`config.mk`:
```
export PLATFORM = sky130hd
export DESIGN_NAME = press_msg_tx
export DESIGN_NICKNAME = d
export VERILOG_FILES = /design/src/rtl/uart_pkg.sv /design/src/rtl/uart_tx_core.sv /design/src/rtl/press_msg_tx.sv
export SDC_FILE = /design/constraint.sdc
export NUM_CORES = 1
export LEC_CHECK = 0
export BUFFER_PORTS_ARGS = -buffer_cell sky130_fd_sc_hd__buf_2
export CAP_MARGIN = 20
export CELL_PAD_IN_SITES_DETAIL_PLACEMENT = 1
export CELL_PAD_IN_SITES_GLOBAL_PLACEMENT = 2
export CORE_MARGIN = 3
export CORE_UTILIZATION = 39
export CTS_CLUSTER_SIZE = 28
export DETAILED_ROUTE_END_ITERATION = 6
export PLACE_DENSITY_LB_ADDON = 0.1
export SLEW_MARGIN = 20
export SYNTH_ARGS = -nofsm -noshare
export SYNTH_HDL_FRONTEND = slang
export SYNTH_SLANG_ARGS = --single-unit
```
`constraint.sdc`:
```
create_clock -name clk -period 2.1 [get_ports clk]
set_clock_uncertainty 0.1 [all_clocks]
set_input_delay 0.105 -clock clk [delete_from_list [all_inputs] [get_ports clk]]
set_output_delay 0.105 -clock clk [all_outputs]
set_load 0.05 [all_outputs]
```
`src/rtl/uart_pkg.sv`:
```
// Shared UART definitions: the fixed button message and FSM state encodings.
package uart_pkg;

   localparam logic [7:0] MSG [5] = '{8'h48, 8'h69, 8'h21, 8'h0D, 8'h0A};
   localparam int unsigned MSG_LEN = $size(MSG);
   localparam int unsigned IDX_W   = $clog2(MSG_LEN);

   typedef enum logic [1:0] {
      SEQ_IDLE,
      SEQ_LOAD,
      SEQ_SEND
   } seq_state_t;

   typedef enum logic [1:0] {
      TX_IDLE,
      TX_START,
      TX_DATA,
      TX_STOP
   } tx_state_t;

   // Message byte lookup; indices past the end read as zero.
   function automatic logic [7:0] msg_byte(input logic [IDX_W-1:0] i);
      logic [7:0] b;
      b = 8'h00;
      for (int k = 0; k < int'(MSG_LEN); k++) begin
         if (i == IDX_W'(k)) b = MSG[k];
      end
      return b;
   endfunction

endpackage

```
`src/rtl/uart_tx_core.sv`:
```
// 8N1 UART transmitter: one byte per start pulse, LSB first, registered tx.
module uart_tx_core
   import uart_pkg::*;
#(
   parameter int unsigned CLKS_PER_BIT = 868
) (
   input  logic       clk,
   input  logic       rst,
   input  logic       start,
   input  logic [7:0] data,
   output logic       tx,
   output logic       done
);

   localparam int unsigned BAUD_W = $clog2(CLKS_PER_BIT);

   tx_state_t         state, state_next;
   logic [BAUD_W-1:0] baud_cnt;
   logic [3:0]        bit_cnt;
   logic [7:0]        shreg;
   logic              baud_last;
   logic              tx_c;
   logic              done_c;

   assign baud_last = (baud_cnt == BAUD_W'(CLKS_PER_BIT - 1));

   // State register.
   always_ff @(posedge clk or posedge rst) begin
      if (rst) state <= TX_IDLE;
      else     state <= state_next;
   end

   // Next-state: each non-idle state holds for whole bit periods.
   always_comb begin
      state_next = state;
      case (state)
         TX_IDLE:  if (start) state_next = TX_START;
         TX_START: if (baud_last) state_next = TX_DATA;
         TX_DATA:  if (baud_last && bit_cnt == 4'd7) state_next = TX_STOP;
         TX_STOP:  if (baud_last) state_next = TX_IDLE;
         default:  state_next = TX_IDLE;
      endcase
   end

   // Line level and end-of-frame strobe decoded from the current state.
   always_comb begin
      tx_c   = 1'b1;
      done_c = 1'b0;
      case (state)
         TX_START: tx_c = 1'b0;
         TX_DATA:  tx_c = shreg[0];
         TX_STOP:  done_c = baud_last;
         default:  tx_c = 1'b1;
      endcase
   end

   // Baud and bit counters plus the data shift register.
   always_ff @(posedge clk or posedge rst) begin
      if (rst) begin
         baud_cnt <= '0;
         bit_cnt  <= '0;
         shreg    <= '0;
      end else begin
         if (state == TX_IDLE || baud_last) baud_cnt <= '0;
         else                               baud_cnt <= baud_cnt + BAUD_W'(1);

         if (state != TX_DATA) bit_cnt <= '0;
         else if (baud_last)   bit_cnt <= bit_cnt + 4'd1;

         if (state == TX_IDLE && start)          shreg <= data;
         else if (state == TX_DATA && baud_last) shreg <= {1'b0, shreg[7:1]};
      end
   end

   // Registered outputs; done lands on the last line cycle of the stop bit.
   always_ff @(posedge clk or posedge rst) begin
      if (rst) begin
         tx   <= 1'b1;
         done <= 1'b0;
      end else begin
         tx   <= tx_c;
         done <= done_c;
      end
   end

endmodule

```
`src/rtl/press_msg_tx.sv`:
```
// Sends the fixed message once per button press, queueing up to three presses.
module press_msg_tx
   import uart_pkg::*;
#(
   parameter int unsigned CLK_FREQ_HZ  = 100_000_000,
   parameter int unsigned BAUD         = 115_200,
   parameter int unsigned CLKS_PER_BIT = CLK_FREQ_HZ / BAUD
) (
   input  logic       clk,
   input  logic       rst,
   input  logic       press_pulse,
   output logic       tx,
   output logic       busy,
   output logic [1:0] pending,
   output logic       dropped
);

   seq_state_t       state, state_next;
   logic [IDX_W-1:0] idx;
   logic             core_start_c;
   logic [7:0]       core_data_c;
   logic             core_done;
   logic             last_byte;
   logic             msg_end;
   logic             enq;
   logic             deq;

   assign last_byte = (idx == IDX_W'(MSG_LEN - 1));
   assign msg_end   = (state == SEQ_SEND) && core_done && last_byte;
   // A press while idle with nothing queued starts directly; otherwise it queues.
   assign enq       = press_pulse && (state != SEQ_IDLE || pending != 2'd0);
   assign deq       = (msg_end || state == SEQ_IDLE) && pending != 2'd0;

   uart_tx_core #(
      .CLKS_PER_BIT (CLKS_PER_BIT)
   ) u_core (
      .clk   (clk),
      .rst   (rst),
      .start (core_start_c),
      .data  (core_data_c),
      .tx    (tx),
      .done  (core_done)
   );

   // Sequencer state register.
   always_ff @(posedge clk or posedge rst) begin
      if (rst) state <= SEQ_IDLE;
      else     state <= state_next;
   end

   // Sequencer next-state: walk the message, then restart from the queue.
   always_comb begin
      state_next = state;
      case (state)
         SEQ_IDLE: if (press_pulse || pending != 2'd0) state_next = SEQ_LOAD;
         SEQ_LOAD: state_next = SEQ_SEND;
         SEQ_SEND: begin
            if (core_done) begin
               if (!last_byte || pending != 2'd0) state_next = SEQ_LOAD;
               else                               state_next = SEQ_IDLE;
            end
         end
         default:  state_next = SEQ_IDLE;
      endcase
   end

   // Sequencer outputs to the core.
   always_comb begin
      core_start_c = (state == SEQ_LOAD);
      core_data_c  = msg_byte(idx);
   end

   // Byte index, pending queue, drop strobe and busy flag.
   always_ff @(posedge clk or posedge rst) begin
      if (rst) begin
         idx     <= '0;
         pending <= 2'd0;
         dropped <= 1'b0;
         busy    <= 1'b0;
      end else begin
         if (state == SEQ_SEND && core_done) begin
            if (last_byte) idx <= '0;
            else           idx <= idx + IDX_W'(1);
         end

         case ({enq, deq})
            2'b10:   if (pending != 2'd3) pending <= pending + 2'd1;
            2'b01:   pending <= pending - 2'd1;
            default: pending <= pending;
         endcase

         dropped <= enq && !deq && (pending == 2'd3);
         busy    <= (state_next != SEQ_IDLE);
      end
   end

endmodule

```
==> out/results.ini <==
[outcome]
status = complete, no violations

[grt]
grt_pass1_wl_microns = 6300
grt_antenna_before_repair = 0
grt_pass1_vias = 1350
globalRouteTotalUtil_pct = 15.3
grt.overflow.total = 0
grt_max_degree = 35

[floorplanning]
die_y_microns = 73.6
core_sq_mm = 0.00420
initial_core_util_pct = 42.4
pin_count = 8
die_w_microns = 73.6
dieArea_sq_mm = 0.00542
num_rows = 23

[routing]
avgViaCountPerCell = 5.30
dr.pass1.iters = 4
drcViolationCount = 0
met1_length_microns = 1700
drt_iter0_markers = 57
wl_met3_microns = 92
vias = 1282
route.met2.wl_microns = 1780
ant_nets = 0
wire_per_inst_microns = 14.9
highest_layer = met4
wl_microns = 3610

[sta]
max_freq_mhz = 529
relSlewSlack_pct = 70.5
worst_pin_slew_ns = 0.441
finalHoldViolations = 0
holdWs_ns = 0.0383
maxSlewViolCount = 0
tns_ns = 0
fin_crit_sh_pct = 90.0
grt_setup_unrepaired = no
setup_viol = 0
fin_crit_ns = 1.89

[synthesis]
ys_ff_latch = 34
synth_ff_type = dfrtp_1
synth_area_sq_mm = 0.00178
synth_edf_count = 0
synth_top_family_by_area = simple AND/OR/NAND/NOR gates
ys_seq_area_share_pct = 47.8
synth.area.mux_share_pct = 6.95
synth.distinct_cells = 41
avgSynthCellArea_sq_um = 10.2
yosys_warnings = 0
yosys.area_share.simple_pct = 20.1
synth-xor-area-share_pct = 4.91
syn_inst = 175
synthAdderAreaFrac_pct = 7.72
synth-compound-area-share_pct = 9.05
async_flop_share_pct = 100
synth_nets = 189

[clock_tree]
clk_latency_ns = 0.28
cts_tree = yes
clkSlewWorstSetupHoldPaths_ns = 0.07
cts_made_buffers = 5
clockBufferDepth = 2
cts_num_sinks = 34
htree_levels = 2
cts_root_buffer = clkbuf_8

[place]
dp_hpwl_microns = 2660
gp_congestion = 0.804
io_buffers = 7

[power]
powerDensity_mw_per_mm2 = 664
p_leak_nw = 0.909
ir_drop_mv = 0.488

[layout]
drive_above_1_share_pct = 16.1
multi_input_area_sq_um = 877
syn2layout_area_growth_pct = 12.6
antenna_cells = 0
register_area_sq_um = 852
nFillCells = 492
fin_nets = 205

[setup_path]
endpoint_kind = register
startpoint_type = register
crit_path_max_fanout = 5
crit_arrival_ns = 1.96
worst_ep_required_time_ns = 2.17
path_class = register to register

[min_path]
hold_path.class = primary input to register

[run]
max_cap_viol_count = 0

[worst max-delay path, cell delays in order (launching register included)]
cell and delay, ns:
dfrtp_1 0.44, or3_4 0.43, a2111oi_2 0.37, o21ai_1 0.14, mux2_2 0.29
[cell families after synthesis]
family	after synthesis
xor gates and xnor gates	10
adders and majority gates	11
DFF	34
buffers and inverters	16
and+or+nand+nor	67
AOI/OAI and AO/OA	25
muxes	12
[state kept, by name (all words and copies together), names as in the netlist, 2 cells and up]
register / flops
u_core.bit_cnt: 4
idx: 3
pending: 2
u_core.state: 2
u_core.shreg: 7
u_core.baud_cnt: 10
state: 2
[layout by cell type (no fill, tap or decap), drive strengths merged, types with 2 or more instances in the layout]
cell type | Yosys | routed
nor3 | 7 | 7
nand3 | 7 | 7
and2 | 2 | 2
mux2i | 9 | 9
or2 | 4 | 4
a21oi | 10 | 10
clkbuf | 1 | 7
nand4b | 2 | 2
xnor2 | 8 | 8
ha | 11 | 11
nor2 | 24 | 24
nand2 | 9 | 9
dfrtp | 33 | 33
inv | 13 | 13
nor4 | 3 | 3
nand2b | 4 | 4
xor2 | 2 | 2
o21ai | 5 | 5
mux2 | 3 | 3
buf | 2 | 11
[cells in the mapped netlist (2+ instances only)]
library cell	n	area (sq um)
and2_1	2	12.5
dfrtp_1	33	826
nor4_1	2	12.5
mux2i_1	9	90.1
buf_2	2	10.0
mux2_2	3	33.8
xnor2_1	8	70.1
nor2_1	24	90.1
nand2_1	9	33.8
or2_2	3	18.8
a21oi_1	10	50.1
ha_1	11	138
inv_1	13	48.8
o21ai_0	4	20.0
nand2b_1	4	25.0
xor2_1	2	17.5
nand3_1	7	35.0
nor3_1	6	30.0
[final cells by class]
cell class	count	share of cell area [%]
well taps	50	3.12
repair buffers	12	3.74
clock inverters	1	0.249
flip-flops and latches	34	42.5
inverters	13	2.43
clock buffers	7	4.30
multi-input cells	125	43.7
[metal layers]
| metal | global-route usage [%] | up-vias |
|---|---|---|
| met5 | 0 | - |
| met4 | 4.83 | 0 |
| met3 | 4.10 | 4 |
| met2 | 26.1 | 10 |
| met1 | 18.7 | 639 |
| li1 | - | 629 |
[worst paths after layout]
kind / cells past startpoint / start / endpoint / slack (ns)
worst max register to register: 4 / u_core.baud_cnt[2] / u_core.state[1] / 0.21
worst max-delay path: 4 / u_core.baud_cnt[2] / u_core.state[1] / 0.21
max in group asynchronous: 4 / rst / u_core.tx / 1.19
worst min-delay path: 3 / press_pulse / pending[0] / 0.04
worst min register to register: 1 / u_core.baud_cnt[0] / u_core.baud_cnt[0] / 0.36
min in group asynchronous: 4 / rst / state[0] / 0.37
[report_power, final]
| group | total (mW) | internal (mW) | switching (mW) |
|---|---|---|---|
| logic | 0.143 | 0.0339 | 0.110 |
| clock network | 0.492 | 0.264 | 0.228 |
| registers | 0.698 | 0.675 | 0.0229 |
[what timing repair did]
item	4_1_cts	5_1_grt
setup buffers	0	0
gates resized for setup	0	1
hold buffers	1	0
setup endpoints to repair	0	1
endpoints found under the hold margin	33	0
[stage by stage]
stage          setup WS [ns]  util [%]  cell area, sq um  std cells  total power [mW]
6_report               0.211      47.8              2010        242              1.33
5_1_grt               0.0219      47.8              2010        242              1.41
4_1_cts                0.168      47.6              2000        242              1.36
3_5_place_dp           0.181      45.1              1900        233             0.855
3_3_place_gp           0.247      45.1              1900        233             0.853
2_1_floorplan          0.204         -              1780        175             0.817
(Power assumes the default switching activity.)
